File: src/rtl/mc_pkg.sv
// rtl/mc_pkg.sv - shared opcodes, state encodings and control codes for multicycle_ctrl (CTRL_IMM_EN)
package mc_pkg;

   // Instruction opcodes (IR[31:26])
   localparam logic [5:0] OP_R    = 6'b000000;
   localparam logic [5:0] OP_LW   = 6'b100011;
   localparam logic [5:0] OP_SW   = 6'b101011;
   localparam logic [5:0] OP_BEQ  = 6'b000100;
   localparam logic [5:0] OP_J    = 6'b000010;
   localparam logic [5:0] OP_ADDI = 6'b001000;

   // ALU operation codes
   localparam logic [1:0] ALU_ADD   = 2'b00;
   localparam logic [1:0] ALU_SUB   = 2'b01;
   localparam logic [1:0] ALU_FUNCT = 2'b10;
   localparam logic [1:0] ALU_ADDI  = 2'b11;

   // ALU B operand selects
   localparam logic [1:0] SRCB_REGB    = 2'b00;
   localparam logic [1:0] SRCB_FOUR    = 2'b01;
   localparam logic [1:0] SRCB_IMM     = 2'b10;
   localparam logic [1:0] SRCB_IMM_SH2 = 2'b11;

   // PC source selects
   localparam logic [1:0] PC_ALU    = 2'b00;
   localparam logic [1:0] PC_ALUOUT = 2'b01;
   localparam logic [1:0] PC_JUMP   = 2'b10;

   // State encodings; the immediate states keep their codes even when compiled out
   typedef enum logic [3:0] {
      S_FETCH    = 4'd0,
      S_DECODE   = 4'd1,
      S_MEM_ADDR = 4'd2,
      S_MEM_RD   = 4'd3,
      S_MEM_WB   = 4'd4,
      S_MEM_WR   = 4'd5,
      S_R_EXEC   = 4'd6,
      S_R_WB     = 4'd7,
      S_BRANCH   = 4'd8,
      S_JUMP     = 4'd9,
      S_IMM_EXEC = 4'd10,
      S_IMM_WB   = 4'd11
   } state_t;

   // Full set of control lines driven towards the datapath
   typedef struct packed {
      logic       ir_write;
      logic       rega_load;
      logic       regb_load;
      logic       mdr_load;
      logic       aluout_load;
      logic       mem_read;
      logic       mem_write;
      logic       iord;
      logic       reg_write;
      logic       reg_dst;
      logic       mem_to_reg;
      logic       alu_src_a;
      logic [1:0] alu_src_b;
      logic [1:0] alu_op;
      logic       pc_en;
      logic [1:0] pc_src;
   } ctrl_t;

   // Opcode to post-DECODE state; undecoded opcodes return S_FETCH
   function automatic state_t decode_target(input logic [5:0] op);
      state_t nxt;
      nxt = S_FETCH;
      case (op)
         OP_LW, OP_SW: nxt = S_MEM_ADDR;
         OP_R:         nxt = S_R_EXEC;
         OP_BEQ:       nxt = S_BRANCH;
         OP_J:         nxt = S_JUMP;
`ifdef CTRL_IMM_EN
         OP_ADDI:      nxt = S_IMM_EXEC;
`endif
         default:      nxt = S_FETCH;
      endcase
      return nxt;
   endfunction

endpackage

File: src/rtl/mc_ctrl_decode.sv
// rtl/mc_ctrl_decode.sv - combinational state-to-control decoder (CTRL_IMM_EN)
import mc_pkg::*;

module mc_ctrl_decode (
   input  state_t cur_state,
   input  logic   mem_ready,
   input  logic   zero,
   output ctrl_t  ctrl
);

   // Moore decode: outputs follow the state, qualified only by mem_ready and zero
   always_comb begin
      ctrl = '0;
      case (cur_state)
         S_FETCH: begin
            ctrl.mem_read  = 1'b1;
            ctrl.iord      = 1'b0;
            ctrl.alu_src_a = 1'b0;
            ctrl.alu_src_b = SRCB_FOUR;
            ctrl.alu_op    = ALU_ADD;
            ctrl.pc_src    = PC_ALU;
            ctrl.ir_write  = mem_ready;
            ctrl.pc_en     = mem_ready;
         end
         S_DECODE: begin
            ctrl.rega_load   = 1'b1;
            ctrl.regb_load   = 1'b1;
            ctrl.aluout_load = 1'b1;
            ctrl.alu_src_b   = SRCB_IMM_SH2;
            ctrl.alu_op      = ALU_ADD;
         end
         S_MEM_ADDR: begin
            ctrl.alu_src_a   = 1'b1;
            ctrl.alu_src_b   = SRCB_IMM;
            ctrl.alu_op      = ALU_ADD;
            ctrl.aluout_load = 1'b1;
         end
         S_MEM_RD: begin
            ctrl.mem_read = 1'b1;
            ctrl.iord     = 1'b1;
            ctrl.mdr_load = mem_ready;
         end
         S_MEM_WB: begin
            ctrl.reg_write  = 1'b1;
            ctrl.reg_dst    = 1'b0;
            ctrl.mem_to_reg = 1'b1;
         end
         S_MEM_WR: begin
            ctrl.mem_write = 1'b1;
            ctrl.iord      = 1'b1;
         end
         S_R_EXEC: begin
            ctrl.alu_src_a   = 1'b1;
            ctrl.alu_src_b   = SRCB_REGB;
            ctrl.alu_op      = ALU_FUNCT;
            ctrl.aluout_load = 1'b1;
         end
         S_R_WB: begin
            ctrl.reg_write  = 1'b1;
            ctrl.reg_dst    = 1'b1;
            ctrl.mem_to_reg = 1'b0;
         end
         S_BRANCH: begin
            ctrl.alu_src_a = 1'b1;
            ctrl.alu_src_b = SRCB_REGB;
            ctrl.alu_op    = ALU_SUB;
            ctrl.pc_src    = PC_ALUOUT;
            ctrl.pc_en     = zero;
         end
         S_JUMP: begin
            ctrl.pc_src = PC_JUMP;
            ctrl.pc_en  = 1'b1;
         end
`ifdef CTRL_IMM_EN
         S_IMM_EXEC: begin
            ctrl.alu_src_a   = 1'b1;
            ctrl.alu_src_b   = SRCB_IMM;
            ctrl.alu_op      = ALU_ADDI;
            ctrl.aluout_load = 1'b1;
         end
         S_IMM_WB: begin
            ctrl.reg_write  = 1'b1;
            ctrl.reg_dst    = 1'b0;
            ctrl.mem_to_reg = 1'b0;
         end
`endif
         default: ctrl = '0;
      endcase
   end

endmodule

File: src/rtl/multicycle_ctrl.sv
// rtl/multicycle_ctrl.sv - multicycle datapath control FSM (CTRL_IMM_EN enables ADDI states)
import mc_pkg::*;

module multicycle_ctrl #(
   parameter int STATE_W = 4
) (
   input  logic               clk,
   input  logic               rst_n,
   input  logic [5:0]         opcode,
   input  logic               zero,
   input  logic               mem_ready,
   output logic               ir_write,
   output logic               rega_load,
   output logic               regb_load,
   output logic               mdr_load,
   output logic               aluout_load,
   output logic               mem_read,
   output logic               mem_write,
   output logic               iord,
   output logic               reg_write,
   output logic               reg_dst,
   output logic               mem_to_reg,
   output logic               alu_src_a,
   output logic [1:0]         alu_src_b,
   output logic [1:0]         alu_op,
   output logic               pc_en,
   output logic [1:0]         pc_src,
   output logic               illegal,
   output logic [STATE_W-1:0] state
);

   state_t cur_state;
   state_t state_nxt;
   logic   illegal_q;
   logic   illegal_nxt;
   ctrl_t  dec_ctrl;
   ctrl_t  out_ctrl;

   // An undecoded opcode in DECODE is flagged for the following cycle only
   assign illegal_nxt = (cur_state == S_DECODE) && (decode_target(opcode) == S_FETCH);

   // State register and illegal pulse flag; reset abandons any instruction in flight
   always_ff @(posedge clk or negedge rst_n) begin
      if (!rst_n) begin
         cur_state <= S_FETCH;
         illegal_q <= 1'b0;
      end else begin
         cur_state <= state_nxt;
         illegal_q <= illegal_nxt;
      end
   end

   // Next-state: memory states hold until mem_ready, unused encodings fall back to FETCH
   always_comb begin
      state_nxt = S_FETCH;
      case (cur_state)
         S_FETCH:    state_nxt = mem_ready ? S_DECODE : S_FETCH;
         S_DECODE:   state_nxt = decode_target(opcode);
         S_MEM_ADDR: state_nxt = (opcode == OP_SW) ? S_MEM_WR : S_MEM_RD;
         S_MEM_RD:   state_nxt = mem_ready ? S_MEM_WB : S_MEM_RD;
         S_MEM_WB:   state_nxt = S_FETCH;
         S_MEM_WR:   state_nxt = mem_ready ? S_FETCH : S_MEM_WR;
         S_R_EXEC:   state_nxt = S_R_WB;
         S_R_WB:     state_nxt = S_FETCH;
         S_BRANCH:   state_nxt = S_FETCH;
         S_JUMP:     state_nxt = S_FETCH;
`ifdef CTRL_IMM_EN
         S_IMM_EXEC: state_nxt = S_IMM_WB;
         S_IMM_WB:   state_nxt = S_FETCH;
`endif
         default:    state_nxt = S_FETCH;
      endcase
   end

   mc_ctrl_decode u_decode (
      .cur_state (cur_state),
      .mem_ready (mem_ready),
      .zero      (zero),
      .ctrl      (dec_ctrl)
   );

   // Outputs: everything is forced low while reset is held, so no strobe survives the reset edge
   always_comb begin
      out_ctrl = '0;
      if (rst_n) begin
         out_ctrl = dec_ctrl;
      end
   end

   assign ir_write    = out_ctrl.ir_write;
   assign rega_load   = out_ctrl.rega_load;
   assign regb_load   = out_ctrl.regb_load;
   assign mdr_load    = out_ctrl.mdr_load;
   assign aluout_load = out_ctrl.aluout_load;
   assign mem_read    = out_ctrl.mem_read;
   assign mem_write   = out_ctrl.mem_write;
   assign iord        = out_ctrl.iord;
   assign reg_write   = out_ctrl.reg_write;
   assign reg_dst     = out_ctrl.reg_dst;
   assign mem_to_reg  = out_ctrl.mem_to_reg;
   assign alu_src_a   = out_ctrl.alu_src_a;
   assign alu_src_b   = out_ctrl.alu_src_b;
   assign alu_op      = out_ctrl.alu_op;
   assign pc_en       = out_ctrl.pc_en;
   assign pc_src      = out_ctrl.pc_src;
   assign illegal     = rst_n & illegal_q;
   assign state       = STATE_W'(cur_state);

endmodule

File: config.mk
export PLATFORM = sky130hd
export DESIGN_NAME = multicycle_ctrl
export DESIGN_NICKNAME = d
export VERILOG_FILES = /design/src/rtl/mc_pkg.sv /design/src/rtl/mc_ctrl_decode.sv /design/src/rtl/multicycle_ctrl.sv
export SDC_FILE = /design/constraint.sdc
export NUM_CORES = 1
export LEC_CHECK = 0
export ABC_AREA = 1
export BUFFER_PORTS_ARGS = -buffer_cell sky130_fd_sc_hd__buf_2
export CORE_UTILIZATION = 36
export CTS_BUF_LIST = sky130_fd_sc_hd__clkbuf_16
export DETAILED_ROUTE_END_ITERATION = 8
export PLACE_DENSITY = 0.73
export SLEW_MARGIN = 30
export SYNTH_ARGS = -nofsm -noshare
export SYNTH_HDL_FRONTEND = slang
export SYNTH_SLANG_ARGS = --single-unit
File: constraint.sdc
create_clock -name clk -period 1.25 [get_ports clk]
set_clock_uncertainty 0.15 [all_clocks]
set_input_delay 0.1875 -clock clk [delete_from_list [all_inputs] [get_ports clk]]
set_output_delay 0.1875 -clock clk [all_outputs]
set_load 0.05 [all_outputs]
==> flow_summary.yaml, run 1 <==
floorplanning:
  die_w_um: 40.1
  rows: 13
  io_pins: 34
  initial_core_util_pct: 39.6
  die_y_um: 40.1
cts:
  numCtsBuffers: 3
  cts_setup_buffers: 5
  cts-root-buf: "clkbuf_16"
  cts-htree-levels: 1
  hold_buffers: 1
  clockBufferDepth: 2
  clkSinkCount: 5
  post_cts_resize_count: 72
synth:
  avgSynthCellArea_um2: 5.49
  synth.net_count: 105
  yosysUniqueCellTypes: 17
  yosysWarnings: 0
  synth-seq-area-share_pct: 24.0
  ys_seq_elements: 5
  syn_inst: 95
  syn_area_um2: 522
run_status:
  status: "did not finish"
  failed_stage: "clock tree synthesis"
  error_line: "[ERROR DPL-0038] Utilization greater than 100%, impossible to legalize"
placement:
  dpl.hpwl_um: 1500
  pre_cts_ws_ns: -0.439
  io_buffers: 33
  place_area_mm2: 0.00106
  gp_congestion: 0.824
cell families after synthesis:
| group | after synthesis | synth area share, % |
|---|---|---|
| AOI/OAI and AO/OA | 9 | 9.59 |
| DFF | 5 | 24.0 |
| buffers and inverters | 19 | 14.4 |
| and+or+nand+nor | 62 | 52.0 |
synth_stat cells:
cell	n	share of area (%)
nor2_1	27	19
nand2_1	17	12
inv_1	16	12
nand3_1	8	7.7
a21oi_1	6	5.8
dfrtp_1	5	24
nand2_2	3	3.6
a31oi_1	2	2.4
nor2_2	2	2.4
nor4_1	2	2.4
buf_1	1	0.72
buf_4	1	1.4
inv_2	1	0.72
nand4_1	1	1.2
nor2_4	1	2.2
nor3_1	1	0.96
o211ai_1	1	1.4
per-stage QoR:
step           cells  TNS [ns]  hold slack, ns
2_1_floorplan     95     -9.02          -0.258
3_3_place_gp     161     -7.34          0.0566
3_5_place_dp     161     -7.97          0.0615
==> inputs of run 2 (changes only) <==
CORE_AREA = 2 2 63 65   (was unset)
CORE_UTILIZATION = unset   (was 36)
CTS_BUF_LIST = unset   (was sky130_fd_sc_hd__clkbuf_16)
DIE_AREA = 0 0 65 67   (was unset)
PLACE_DENSITY = unset   (was 0.73)
PLACE_DENSITY_LB_ADDON = 0.15   (was unset)
clock period = 1.62 ns   (was 1.25 ns; I/O delays follow)
==> run 2 against run 1 <==
  * The flow now finishes, with violations (setup timing)
  * Area after synthesis is the same
  * Synthesized cell count is the same
==> flow_summary.yaml, run 2 <==
synth:
  ys_top_cells_by_count: "nor2_1, nand2_1, inv_1"
  synth-seq-area-share_pct: 24.0
  synthSimpleGateAreaFrac_pct: 52.0
  synth_area_leaders: "dfrtp_1, nor2_1, nand2_1"
  synth.net_count: 105
  synth-xor-area-share_pct: 0
  yosysUniqueCellTypes: 17
  yosysWarnings: 0
  synth_edf_count: 0
  syn_area_um2: 522
  yosys.area.top_type: "dfrtp_1"
  synthMuxAreaShare_pct: 0
  ys.flop_type: "dfrtp_1"
  synthAdderAreaFrac_pct: 0
  synth.most_common_cell: "nor2_1"
  avgSynthCellArea_um2: 5.49
  syn_inst: 95
  synth_compound_area_share_pct: 9.59
  synth_top_family_by_area: "simple AND/OR/NAND/NOR gates"
  ys_seq_elements: 5
  yosys.area.top_type_share_pct: 24.0
  ys_async_sr_fraction_pct: 100
cts:
  cts-root-buf: "clkbuf_8"
  cts_tree: "yes"
  cts.clk_slew.worst_paths_ns: 0.03
  clk_latency_ns: 0.22
  cts-htree-levels: 1
  clockBufferDepth: 2
  numCtsBuffers: 3
  clkSinkCount: 5
grt:
  grt_max_degree: 13
  grt_pass1_wl_um: 3150
  grt_pass1_vias: 742
  globalRouteOverflowTotal: 0
  antenna_found_initial: 0
  grtUsageTotal_pct: 9.42
sta:
  worst_pin_slew_ns: 0.310
  relSlewSlack_pct: 79.3
  setup_tns_ns: -3.24
  maxSlewViolCount: 0
  hold_viol: 0
  final.min_clock_period_ns: 1.87
  fin_ws_ns: -0.250
  setup_viol: 19
  clock.fmax_mhz: 535
  fin_crit_sh_pct: 115
  rsz0062_at_grt: "true"
setup_path:
  cp_max_fo: 4
  critPathLaunchType: "flop"
  critPathArrivalTime_ns: 1.48
  required_ns: 1.23
  crit_type: "reg -> out"
  crit_path_end_kind: "primary output"
power:
  p_leak_nw: 0.663
  power_density_mw_per_mm2: 1430
  vdd_drop_max_v: 0.000288
  fin_total_pwr_mw: 2.01
floorplanning:
  rows: 22
  die_area_mm2: 0.00436
  die_w_um: 65
  core-area_mm2: 0.00361
  io_pins: 34
  initial_core_util_pct: 14.5
  die_y_um: 67
placement:
  dp_cells: 192
  dpl.hpwl_um: 1600
  io_buffers: 33
  pre_cts_ws_ns: -0.140
  gp_congestion: 0.698
layout:
  final_cell_mix: "buf_6, buf_4, nor2_1, buf_2, nor2_4"
  regArea_um2: 135
  area_delta_synth_final_pct: 169
  fill_cells: 388
  layout.nets: 165
  final_util_pct: 38.9
  mostFrequentLayoutCell: "buf_6"
  multiInputGateArea_um2: 594
  largest_register_ffs: 4
  drive_above_1_share_pct: 66.2
  antenna_cells: 0
  fin_cells: 202
route:
  vias_per_cell: 3.93
  ant_nets: 0
  wl_um: 1900
  post_drt_wl_per_cell_um: 9.40
  vias: 793
  drt_iter0_drc: 31
  dr.pass1.iters: 3
  drc: 0
worst_hold_path:
  hold_path_class: "in -> reg"
flow_run:
  drv_cap: 0
run_status:
  status: "finished with violations"
  violations: "setup timing"
[run 2: cell counts after synthesis]
Identical to the previous run, type by type.
[run 2: logic make-up after synthesis]
| kind of cell | Yosys count |
|---|---|
| flops | 5 |
| compound gates | 9 |
| simple gates | 62 |
| buf+inv | 19 |
[run 2: critical path, stage by stage, from the launching register on]
cell and delay [ns]:
dfrtp_4 0.51, nor2_4 0.19, buf_4 0.15, nand2_4 0.08, a21oi_4 0.16, buf_6 0.17
[run 2: metal layers]
metal  global-route usage, %  vias to the layer above  routed length, µm
met5                       0                        -                  0
met4                    5.59                        0                 43
met3                    1.52                        5                 75
met2                    16.9                       23                982
met1                    10.4                      349                797
li1                        -                      416                  -
[run 2: repair_timing]
action / 4_1_cts / 5_1_grt
endpoints found under the setup margin: 19 / 23
pin swaps: 8 / 7
hold endpoints to repair: 5 / 0
setup buffers: 4 / 3
hold buffers: 1 / 0
gates resized for setup: 56 / 6
[run 2: area by class of cell]
class	count	share of cell area [%]
multi-input combinational	71	42.4
timing repair buffer	57	35.5
sequential	5	9.64
inverter	17	4.91
tap	48	4.29
clock buffer	4	3.21
[run 2: worst paths after layout]
kind                       slack, ns                from                 end  cells after the start
max                            -0.25  state[2]$_DFF_PN0_        alu_src_b[1]                      5
min                             0.21           opcode[2]  state[3]$_DFF_PN0_                      3
max in group asynchronous       0.68               rst_n  state[2]$_DFF_PN0_                      3
min reg2reg                     0.71  state[3]$_DFF_PN0_  state[0]$_DFF_PN0_                      5
max reg2reg                     0.11  state[2]$_DFF_PN0_  state[2]$_DFF_PN0_                      7
min in group asynchronous       0.42               rst_n  state[1]$_DFF_PN0_                      3
[run 2: metrics by stage]
stage               instance area (µm²)  hold slack, ns
finish                             1400           0.209
CTS                                1380           0.206
global placement                   1090          0.0105
global route                       1400           0.244
floorplan                           732          -0.203
detailed placement                 1090         0.00987
[run 2: power breakdown]
part,switching [mW],total [mW],internal (mW)
Sequential,0.0426,0.212,0.170
Combinational,0.955,1.57,0.612
Clock,0.0593,0.228,0.169
Total,1.06,2.01,0.950
Power figures use the tool's default switching activity.
